**config.mk**
```make
export PLATFORM = sky130hd
export DESIGN_NAME = udm_bus_arbiter
export DESIGN_NICKNAME = d
export VERILOG_FILES = /design/src/rtl/udm_bus_arbiter.sv
export SDC_FILE = /design/constraint.sdc
export NUM_CORES = 1
export LEC_CHECK = 0
export BUFFER_PORTS_ARGS = -buffer_cell sky130_fd_sc_hd__buf_2
export CAP_MARGIN = 0
export CORE_AREA = 4 4 121 123
export DETAILED_ROUTE_END_ITERATION = 8
export DIE_AREA = 0 0 125 127
export HOLD_SLACK_MARGIN = 0.15
export MAX_ROUTING_LAYER = met4
export SYNTH_ARGS = -nofsm -noshare
export SYNTH_HDL_FRONTEND = slang
export SYNTH_SLANG_ARGS = --single-unit
```
**constraint.sdc**
```tcl
create_clock -name clk_i -period 3.9 [get_ports clk_i]
set_input_delay 0.195 -clock clk_i [delete_from_list [all_inputs] [get_ports clk_i]]
set_output_delay 0.195 -clock clk_i [all_outputs]
set_load 0.005 [all_outputs]
```
**src/rtl/udm_bus_arbiter.sv**
```systemverilog
// udm_bus_arbiter
//   Two-master, one-slave round-robin arbiter for the UDM req/ack/resp bus.
//   The granted master's request is forwarded to the slave. Each accepted read
//   pushes the issuing master's ID into an in-order FIFO. Every slave response
//   pops that FIFO and is steered back to the master that issued the read.
//
// Ports
//   clk_i, rst_i                  clock, synchronous active-high reset
//   m{0,1}_req_i/we_i/addr_bi/be_bi/wdata_bi   master request channel
//   m{0,1}_ack_o                  request accepted (combinational from bus_ack_i)
//   m{0,1}_resp_o/rdata_bo        read response (combinational from bus_resp_i)
//   bus_req_o/we_o/addr_bo/be_bo/wdata_bo      slave request channel
//   bus_ack_i, bus_resp_i, bus_rdata_bi        slave handshake and read data
//   err_o                         sticky: response arrived with no read outstanding
module udm_bus_arbiter #(
  parameter int RD_FIFO_DEPTH = 4
) (
  input  logic        clk_i,
  input  logic        rst_i,

  input  logic        m0_req_i,
  input  logic        m0_we_i,
  input  logic [31:0] m0_addr_bi,
  input  logic [3:0]  m0_be_bi,
  input  logic [31:0] m0_wdata_bi,
  output logic        m0_ack_o,
  output logic        m0_resp_o,
  output logic [31:0] m0_rdata_bo,

  input  logic        m1_req_i,
  input  logic        m1_we_i,
  input  logic [31:0] m1_addr_bi,
  input  logic [3:0]  m1_be_bi,
  input  logic [31:0] m1_wdata_bi,
  output logic        m1_ack_o,
  output logic        m1_resp_o,
  output logic [31:0] m1_rdata_bo,

  output logic        bus_req_o,
  output logic        bus_we_o,
  output logic [31:0] bus_addr_bo,
  output logic [3:0]  bus_be_bo,
  output logic [31:0] bus_wdata_bo,
  input  logic        bus_ack_i,
  input  logic        bus_resp_i,
  input  logic [31:0] bus_rdata_bi,

  output logic        err_o
);

  localparam int PTR_W = $clog2(RD_FIFO_DEPTH);
  localparam int CNT_W = $clog2(RD_FIFO_DEPTH) + 1;

  typedef enum logic {IDLE, BUSY} state_t;

  state_t             state_q;
  logic               gnt_q;
  logic               prio_q;
  logic               err_q;

  logic               fifo_q [RD_FIFO_DEPTH];
  logic [PTR_W-1:0]   wptr_q, wptr_d;
  logic [PTR_W-1:0]   rptr_q, rptr_d;
  logic [CNT_W-1:0]   cnt_q,  cnt_d;

  logic               sel_req, sel_we;
  logic [31:0]        sel_addr, sel_wdata;
  logic [3:0]         sel_be;
  logic               busy, fifo_full, fifo_empty;
  logic               accept, push, pop, head_id;

  // Granted master's request channel
  always_comb begin
    sel_req   = gnt_q ? m1_req_i    : m0_req_i;
    sel_we    = gnt_q ? m1_we_i     : m0_we_i;
    sel_addr  = gnt_q ? m1_addr_bi  : m0_addr_bi;
    sel_be    = gnt_q ? m1_be_bi    : m0_be_bi;
    sel_wdata = gnt_q ? m1_wdata_bi : m0_wdata_bi;
  end

  assign busy       = (state_q == BUSY);
  assign fifo_full  = (cnt_q == CNT_W'(RD_FIFO_DEPTH));
  assign fifo_empty = (cnt_q == '0);

  // A read is held back only while the ID FIFO cannot take its entry; writes
  // never need an entry and so always pass.
  assign bus_req_o    = busy && sel_req && !(!sel_we && fifo_full);
  assign bus_we_o     = busy && sel_we;
  assign bus_addr_bo  = busy ? sel_addr  : '0;
  assign bus_be_bo    = busy ? sel_be    : '0;
  assign bus_wdata_bo = busy ? sel_wdata : '0;

  assign accept   = bus_req_o && bus_ack_i;
  assign m0_ack_o = accept && !gnt_q;
  assign m1_ack_o = accept &&  gnt_q;

  assign push    = accept && !sel_we;
  assign pop     = bus_resp_i && !fifo_empty;
  assign head_id = fifo_q[rptr_q];

  assign m0_resp_o   = pop && !head_id;
  assign m1_resp_o   = pop &&  head_id;
  assign m0_rdata_bo = m0_resp_o ? bus_rdata_bi : '0;
  assign m1_rdata_bo = m1_resp_o ? bus_rdata_bi : '0;

  assign err_o = err_q;

  // Arbitration FSM: IDLE picks a master, BUSY holds the grant until the
  // transfer is accepted or the granted master withdraws.
  always_ff @(posedge clk_i) begin
    if (rst_i) begin
      state_q <= IDLE;
      gnt_q   <= 1'b0;
      prio_q  <= 1'b0;
    end else begin
      case (state_q)
        IDLE: begin
          if (m0_req_i || m1_req_i) begin
            state_q <= BUSY;
            gnt_q   <= (m0_req_i && m1_req_i) ? prio_q : m1_req_i;
          end
        end
        BUSY: begin
          if (accept) begin
            state_q <= IDLE;
            prio_q  <= ~gnt_q;
          end else if (!sel_req) begin
            state_q <= IDLE;
          end
        end
        default: state_q <= IDLE;
      endcase
    end
  end

  // ID FIFO pointer/count next state. Pointers wrap naturally because the
  // depth is a power of two.
  always_comb begin
    wptr_d = wptr_q;
    rptr_d = rptr_q;
    cnt_d  = cnt_q;
    if (push) wptr_d = wptr_q + 1'b1;
    if (pop)  rptr_d = rptr_q + 1'b1;
    case ({push, pop})
      2'b10:   cnt_d = cnt_q + 1'b1;
      2'b01:   cnt_d = cnt_q - 1'b1;
      default: cnt_d = cnt_q;
    endcase
  end

  always_ff @(posedge clk_i) begin
    if (rst_i) begin
      wptr_q <= '0;
      rptr_q <= '0;
      cnt_q  <= '0;
      err_q  <= 1'b0;
    end else begin
      wptr_q <= wptr_d;
      rptr_q <= rptr_d;
      cnt_q  <= cnt_d;
      if (bus_resp_i && fifo_empty) err_q <= 1'b1;
    end
  end

  // Entry storage carries no reset; occupancy is governed by the counters.
  always_ff @(posedge clk_i) begin
    if (push) fifo_q[wptr_q] <= gnt_q;
  end

endmodule
```
======== Word level (Yosys, flattened, before mapping) ========
Memories as Yosys holds them, arrays and structs flattened. A register that Yosys moved wholly into a read port is not among the register bits.
Cells that the tools add are included.
operators by class
  muxes and demuxes ....................... 20
  eq/ne operators ......................... 3
  reduce and logical (&&, ||, !) cells .... 23
  bitwise gates (word level) .............. 2
  $add $sub $neg .......................... 4
operator list
  cell                 count
  $mux 32              6
  $logic_and 1x1->1    13
  $mux 1               8
  $mux 4               2
  $pmux 3 s2           1
  $logic_not 1->1      5
  $add 2x1->2 const B  2
  $mux 2               2
  $reduce_and 2->1     2
  $add 3x1->3 const B  1
  $eq 3x3->1 const B   1
  $logic_not 3->1      1
  $sub 3x1->3 const B  1
  $eq 2x1->1 const B   1
  $eq 2x2->1 const B   1
  $not 1->1            2
  $pmux 1 s2           1
  $reduce_bool 2->1    1
  $logic_or 1x1->1     1
word-level totals
  word-level logic and storage cells ...... 60
  output and inout port bits .............. 139
  memory bits (writable) .................. 4
  register bits ........................... 11
  memories ................................ 1
memories
  memory  depth  width  read ports  clocked after Yosys merged registers in  write ports  RTL line  text
  fifo_q  4      1      1           1                                        1            61        logic fifo_q [RD_FIFO_DEPTH];

======== Longest topological paths before layout ========
Gate-level depths: netlist of the first run.
  depth in word-level cells ............... 9
  depth in mapped cells ................... 10

======== Least setup slack after synthesis of the first run ========
No wires, ideal clock.
  path type ............................... flip-flop to flip-flop
  from .................................... reg gnt_q
  to ...................................... reg cnt_q[2]
  arrival ................................. 2.270 ns
  stages on the path, launching flop included .. 11
  path slack .............................. 1.559 ns
  required time ........................... 3.829 ns
  setup time .............................. 0.071 ns
  cells stage by stage .................... dfxtp_1 buf_4 mux2i_1 nor4b_4 inv_1 ha_1 inv_1 fa_1 xor2_1 or3_1 a21oi_1
on the way
  cells in the longest elaborated chain, start to end .. 9
RTL lines
  element                                          RTL line  text
  start, declared                                  57        logic gnt_q;
  start signal, assigned                           120       gnt_q <= (m0_req_i && m1_req_i) ? prio_q : m1_req_i;
  $mux 1                                           75        sel_we = gnt_q ? m1_we_i : m0_we_i;
  $logic_not 1->1                                  87, 97
  $logic_and 1x1->1                                87        assign bus_req_o = busy && sel_req && !(!sel_we && fifo_full);
  $logic_not 1->1                                  87
  $logic_and 1x1->1                                87
  $logic_and 1x1->1                                93        assign accept = bus_req_o && bus_ack_i;
  $logic_and 1x1->1 *                              97        assign push = accept && !sel_we;
  $eq 2x1->1 or $eq 2x2->1 (tied branches)         144       case ({push, pop})
  $pmux 3 s2 or $reduce_bool 2->1 (tied branches)  -
  end signal, assigned                             160       cnt_q <= cnt_d;
  end, declared                                    64        logic [CNT_W-1:0] cnt_q, cnt_d;
Every way passes the cells marked *; elsewhere a longest branch is shown, timed or not.
A chain may end at the register's enable or synchronous reset.

======== Final worst setup path of the first run ========
Same ends and word-level chain as after synthesis.

==> results of run 1 <==
worst paths after layout:
path	startpoint	to	cells after the start
setup / recovery	gnt_q	cnt_q[2]	9
hold / removal	bus_resp_i	err_o	3
setup reg to reg	gnt_q	cnt_q[2]	9
hold reg to reg	err_o	err_o	2
through the flow:
step / hold slack (ns) / instance area [sq um]
finish: 0.211 / 4120
global placement: 0.459 / 4030
floorplan: 0.334 / 2320
global route: 0.248 / 4120
detailed placement: 0.471 / 4030
CTS: 0.216 / 4110
power by group:
group / internal, mW / switching (mW)
clock network: 0.137 / 0.0684
registers: 0.187 / 0.0163
logic: 0.175 / 0.160
total: 0.499 / 0.245
cell families after synthesis:
logic type / Yosys count
AND/OR/NAND/NOR: 159
multiplexers: 77
flip-flops: 17
adder cells (fa/ha/maj): 6
buffers and inverters: 37
AO/OA/AOI/OAI: 14
XOR/XNOR: 4
layout make-up:
type | instances | area (sq um)
antenna | 5 | 12.5
clock buffer | 3 | 75.1
clock inverter | 1 | 5.00
fill | 1523 | 9540
inverter | 8 | 30.0
multi-input combinational | 260 | 1800
sequential | 17 | 384
tap | 180 | 225
timing repair buffer | 317 | 1590
cell usage in the layout (no fill, tap or decap), types with 2 or more instances in the layout:
| cell | count |
|---|---|
| a211oi_1 | 3 |
| a21oi_1 | 5 |
| and2_1 | 7 |
| and3_1 | 64 |
| buf_2 | 314 |
| buf_4 | 3 |
| clkbuf_16 | 3 |
| dfxtp_1 | 12 |
| diode_2 | 5 |
| edfxtp_1 | 4 |
| ha_1 | 5 |
| inv_1 | 7 |
| mux2_2 | 2 |
| mux2i_1 | 73 |
| nand2b_1 | 2 |
| nor2_1 | 79 |
| nor2b_1 | 2 |
| o21ai_0 | 2 |
| xor2_1 | 3 |
worst max-delay path: cells and delay by family, from the launching register on:
family                   cells  cell delay (ns)
AO/OA/AOI/OAI                1             0.14
XOR/XNOR                     1             0.16
adder cells (fa/ha/maj)      2             0.54
buffers and inverters        2             0.15
flip-flops                   1             0.71
multiplexers                 1             0.51
AND/OR/NAND/NOR              2             0.45
routing by layer:
layer / share of wire / global-route usage
met1: 0.38 / 0.148
met2: 0.49 / 0.227
met4: 0.030 / 0.0453
met5: 0 / -
met3: 0.095 / 0.0318
==> flow_summary.json, run 1 <==
{
  "dr.pass1.iters": 4,
  "yosys_warnings": 0,
  "post_cts_resized": 0,
  "cts_root_buffer": "clkbuf_16",
  "postCtsSetupRepairBufs": 0,
  "tightest_slew_ns": 1.13,
  "grt_pass1_vias": 3224,
  "crit_fanout": 36,
  "timing.final.crit_share": 0.699,
  "p_per_area_nw_per_um2": 180,
  "synth.most_common_cell": "nor2_1",
  "async_reset_ff_frac": 0,
  "ir_drop_v": 0.000117,
  "synth_top_area_share": 0.319,
  "cts_buffers": 3,
  "min_period_ns": 2.72,
  "max_stage_delay_ns": 0.71,
  "slew_viol_final": 0,
  "core-area_sq_um": 13700,
  "end_kind": "flip-flop",
  "clockBufferDepth": 2,
  "setup_tns_ns": 0,
  "ys_ff_latch": 17,
  "synth-xor-area-share": 0.0151,
  "crit_path_top_delay_cell": "dfxtp_4",
  "holdBufCountCts": 0,
  "post_drt_wl_per_cell_um": 14.2,
  "yosys.area.top_type": "mux2i_1",
  "status": "complete, no violations",
  "grt_pass1_wl_mm": 16.8,
  "nets": 789,
  "h-tree-depth": 1,
  "max_cap_violations": 0,
  "synthToLayoutAreaGrowth_pct": 77.4,
  "critPathLaunchType": "flip-flop",
  "place_inst": 782,
  "crit_type": "reg -> reg",
  "clk_latency_ns": 0.25,
  "path_cells": "mux2i_1 > nor4b_4 > inv_1 > ha_1 > inv_1 > fa_1 > xor2_1 > or3_1 > a21oi_1",
  "grt_antenna_before_repair": 5,
  "p_total_mw": 0.744,
  "clock_sinks": 17,
  "netlist_area_sq_um": 2320,
  "worst_slack_ns": 1.18,
  "ant_nets": 0,
  "synth-edff-count": 4,
  "synth_ff_type": "dfxtp_1",
  "drc": 0,
  "yosys.area_share.simple": 0.349,
  "dp_hpwl_mm": 9.56,
  "skew_ns": 0.00150,
  "finalSetupViolCount": 0,
  "vias": 3289,
  "final_cells": 791,
  "yosysSeqAreaShare": 0.164,
  "cts_tree": "built",
  "worst_slew_margin_rel": 0.248,
  "cp.required_ns": 4.08,
  "synth_top_family_by_area": "simple AND/OR/NAND/NOR gates",
  "utilization": 0.302,
  "dp_slack_ns": 1.19,
  "grt_max_degree": 72,
  "synth_cell_type_count": 31,
  "fmax_mhz": 367,
  "port_buffers": 314,
  "dieArea_sq_um": 15900,
  "synth.avg_cell_area_sq_um": 7.40,
  "drive_gt1_frac": 0.540,
  "syn_inst": 314,
  "synth_common_cells": "79 x nor2_1, 74 x mux2i_1, 64 x and3_1, 22 x clkbuf_1, 13 x dfxtp_1",
  "die_w_um": 125,
  "synth_compound_area_frac": 0.0388,
  "grt_usage": 0.131,
  "p_leak_nw": 2.49,
  "io_pins": 315,
  "reg2reg_slack_ns": 1.18,
  "rsz0062_at_grt": "no",
  "synth_nets": 496,
  "hp-class": "in -> reg",
  "die_y_um": 127,
  "clk_pin_slew_ns": 0.05,
  "cp_common_cell": "inv_1",
  "drt-total-wl_mm": 11.3,
  "start_util": 0.170,
  "synth_fa_ha_area_frac": 0.0355,
  "grt-ovfl-total": 0,
  "viasPerCell": 4.16,
  "drt_iter0_drc": 110,
  "final_hold_viol_count": 0,
  "num_rows": 43,
  "muxShareOfSynthArea": 0.333,
  "ys_top_cells_by_area": "mux2i_1 32%, and3_1 17%, nor2_1 13%, dfxtp_1 11%, edfxtp_1 5.2%",
  "gp_congestion": 0.827,
  "cp.arrival_ns": 2.91
}
No activity file was read; power rests on OpenSTA's default activity.
==> inputs of run 2 (changes only) <==
Settings changed: ABC_AREA set to 1, CORE_AREA 4 4 121 123 to 4 4 120 122, DIE_AREA 0 0 125 127 to 0 0 124 126.
Clock period 3.9 ns to 2.24 ns, I/O delays scaled along.
==> run 2 against run 1 <==
  * Combinational power increased by 91%
  * First-iteration DRC count decreased by 9.1%
  * Core utilization increased by 0.91 points
  * Clock power increased by 76%
  * Fmax increased by 34%
  * Sequential share of layout area increased by 0.085 points
  * Critical endpoint unchanged
  * Highest routed layer unchanged
==> flow_summary.json, run 2 <==
{
  "pwr-share-clk": 0.269,
  "finalSetupViolCount": 0,
  "rr_worst_depth": 11,
  "timing.final.crit_share": 0.907,
  "dieArea_sq_um": 15600,
  "sequentialPowerShare": 0.254,
  "rsz0062_at_grt": "no",
  "ir_drop_v": 0.000202,
  "reg2reg_slack_ns": 0.21,
  "fmax_mhz": 492,
  "vias": 3743,
  "dr.pass1.iters": 6,
  "max_cap_violations": 0,
  "p_leak_nw": 2.59,
  "intPower_mw": 0.857,
  "cts_buffers": 3,
  "cts_root_buffer": "clkbuf_16",
  "tightest_slew_ns": 0.717,
  "crit_fanout": 11,
  "synth.avg_cell_area_sq_um": 5.20,
  "final_hold_viol_count": 0,
  "cp.required_ns": 2.37,
  "core-area_sq_um": 13200,
  "synth_cell_type_count": 27,
  "syn_inst": 443,
  "layout_common_cells": "314 x buf_2, 182 x nor2_1, 71 x o21ai_0",
  "ys_top_cells_by_area": "nor2_1 30%, o21ai_0 15%, dfxtp_1 11%, inv_1 8.5%, nor3_1 7.0%",
  "ys_ff_latch": 17,
  "grt_pass1_vias": 3495,
  "min_period_ns": 2.03,
  "synth_fa_ha_area_frac": 0.0359,
  "nets": 921,
  "skew_ns": 0.00167,
  "netlist_area_sq_um": 2300,
  "yosys.area.top_type": "nor2_1",
  "clockBufferDepth": 2,
  "switching_power_mw": 0.487,
  "drt_iter0_drc": 100,
  "grt_pass1_wl_mm": 17.6,
  "p_per_area_nw_per_um2": 328,
  "hp-class": "in -> reg",
  "hp-start": "bus_resp_i",
  "netSwitchingFraction": 0.363,
  "die_y_um": 126,
  "start_util": 0.175,
  "synth_top_area_share": 0.297,
  "combPwrFrac": 0.477,
  "synth-xor-area-share": 0,
  "reg2reg_from": "gnt_q",
  "synthToLayoutAreaGrowth_pct": 78.1,
  "synth_nets": 625,
  "yosys.area_share.simple": 0.465,
  "synth_common_cells": "182 x nor2_1, 71 x o21ai_0, 52 x inv_1, 32 x nor3_1",
  "nFillCells": 1536,
  "clock_sinks": 17,
  "grt_max_degree": 70,
  "cp.arrival_ns": 2.16,
  "cts_tree": "built",
  "grt_antenna_before_repair": 3,
  "yosysSeqAreaShare": 0.165,
  "h-tree-depth": 1,
  "setup_tns_ns": 0,
  "async_reset_ff_frac": 0,
  "viasPerCell": 4.08,
  "grt-ovfl-total": 0,
  "end_kind": "flip-flop",
  "hold_depth": 3,
  "postCtsSetupRepairBufs": 0,
  "muxShareOfSynthArea": 0,
  "dpl_cell_area_sq_um": 4000,
  "grt_usage": 0.143,
  "die_w_um": 124,
  "synth_top_family_by_area": "simple AND/OR/NAND/NOR gates",
  "regToRegEndpoint": "cnt_q[2]",
  "worst_slew_margin_rel": 0.522,
  "critPathLaunchType": "flip-flop",
  "hold_end": "err_o",
  "drc": 0,
  "clk_pin_slew_ns": 0.05,
  "drt-total-wl_mm": 12.2,
  "yosys_warnings": 0,
  "post_drt_wl_per_cell_um": 13.3,
  "gp_congestion": 0.842,
  "dp_hpwl_mm": 10.2,
  "final_cell_area_sq_um": 4100,
  "drive_gt1_frac": 0.466,
  "io_pins": 315,
  "slew_viol_final": 0,
  "synth-edff-count": 4,
  "clk_latency_ns": 0.25,
  "crit_type": "reg -> reg",
  "ant_nets": 0,
  "synth_ff_type": "dfxtp_1",
  "synth.most_common_cell": "nor2_1",
  "final_common_cell": "buf_2",
  "port_buffers": 314,
  "status": "complete, no violations",
  "num_rows": 42,
  "synth_compound_area_frac": 0.182
}
==> run 2: how the worst max path moves through the flow <==
| stage | from | to | slack, ns | depth (start not counted) |
|---|---|---|---|---|
| floorplan | gnt_q | cnt_q[2] | 0.25 | 12 |
| global placement | gnt_q | cnt_q[2] | 0.18 | 11 |
| detailed placement | gnt_q | cnt_q[2] | 0.17 | 11 |
| CTS | gnt_q | cnt_q[2] | 0.15 | 11 |
| global route | fifo_q[1] | m0_rdata_bo[4] | 0.04 | 6 |
| finish | gnt_q | cnt_q[2] | 0.21 | 11 |
==> run 2: metrics by stage <==
| step | hold slack (ns) | setup WS, ns | util | instances | total power [mW] |
|---|---|---|---|---|---|
| after floorplan | 0.179 | 0.246 | - | 443 | 0.656 |
| after global placement | 0.387 | 0.179 | 0.303 | 909 | 0.993 |
| after global routing | 0.173 | 0.0409 | 0.311 | 917 | 1.46 |
| after detailed placement | 0.384 | 0.169 | 0.303 | 909 | 0.991 |
| after CTS | 0.163 | 0.148 | 0.310 | 914 | 1.36 |
| final | 0.163 | 0.208 | 0.311 | 917 | 1.34 |
==> run 2: layout make-up <==
type / count / area, sq um / area share
Antenna cell: 3 / 7.51 / 0.00183
Clock buffer: 4 / 78.8 / 0.0192
Inverter: 54 / 203 / 0.0494
Multi-Input combinational cell: 341 / 1570 / 0.383
Sequential cell: 17 / 385 / 0.0940
Tap cell: 176 / 220 / 0.0537
Timing Repair Buffer: 322 / 1630 / 0.399
==> run 2: power groups by stage <==
stage               logic, mW  clock network (mW)  registers (mW)
floorplan               0.311                   0           0.345
global placement        0.646                   0           0.348
detailed placement      0.642                   0           0.348
CTS                     0.647               0.370           0.342
global route            0.729               0.386           0.344
finish                  0.641               0.362           0.341
==> run 2: critical path, stage by stage (launching register included) <==
cell,delay (ns)
dfxtp_4,0.43
nand2_1,0.07
nand2_1,0.10
inv_1,0.09
nand4_4,0.15
ha_1,0.16
inv_1,0.06
fa_1,0.37
a21oi_1,0.15
o21ai_0,0.11
o21ai_0,0.17
a21oi_1,0.06
==> run 2: cells by family after synthesis <==
group | Yosys count
AO/OA/AOI/OAI | 83
adder cells (fa/ha/maj) | 6
buffers and inverters | 85
flip-flops | 17
AND/OR/NAND/NOR | 252
==> run 2: layer usage <==
| metal | routed length [um] | track usage | up-vias |
|---|---|---|---|
| li1 | - | - | 1975 |
| met1 | 4940 | 0.168 | 1563 |
| met2 | 6080 | 0.262 | 199 |
| met3 | 1040 | 0.0121 | 6 |
| met4 | 135 | 0.0309 | 0 |
| met5 | 0 | - | - |
==> run 2: what timing repair did <==
action | CTS | global route
hold buffers | 1 | 0
endpoints found under the setup margin | 0 | 1
endpoints found under the hold margin | 4 | 0
gates resized for setup | 0 | 1
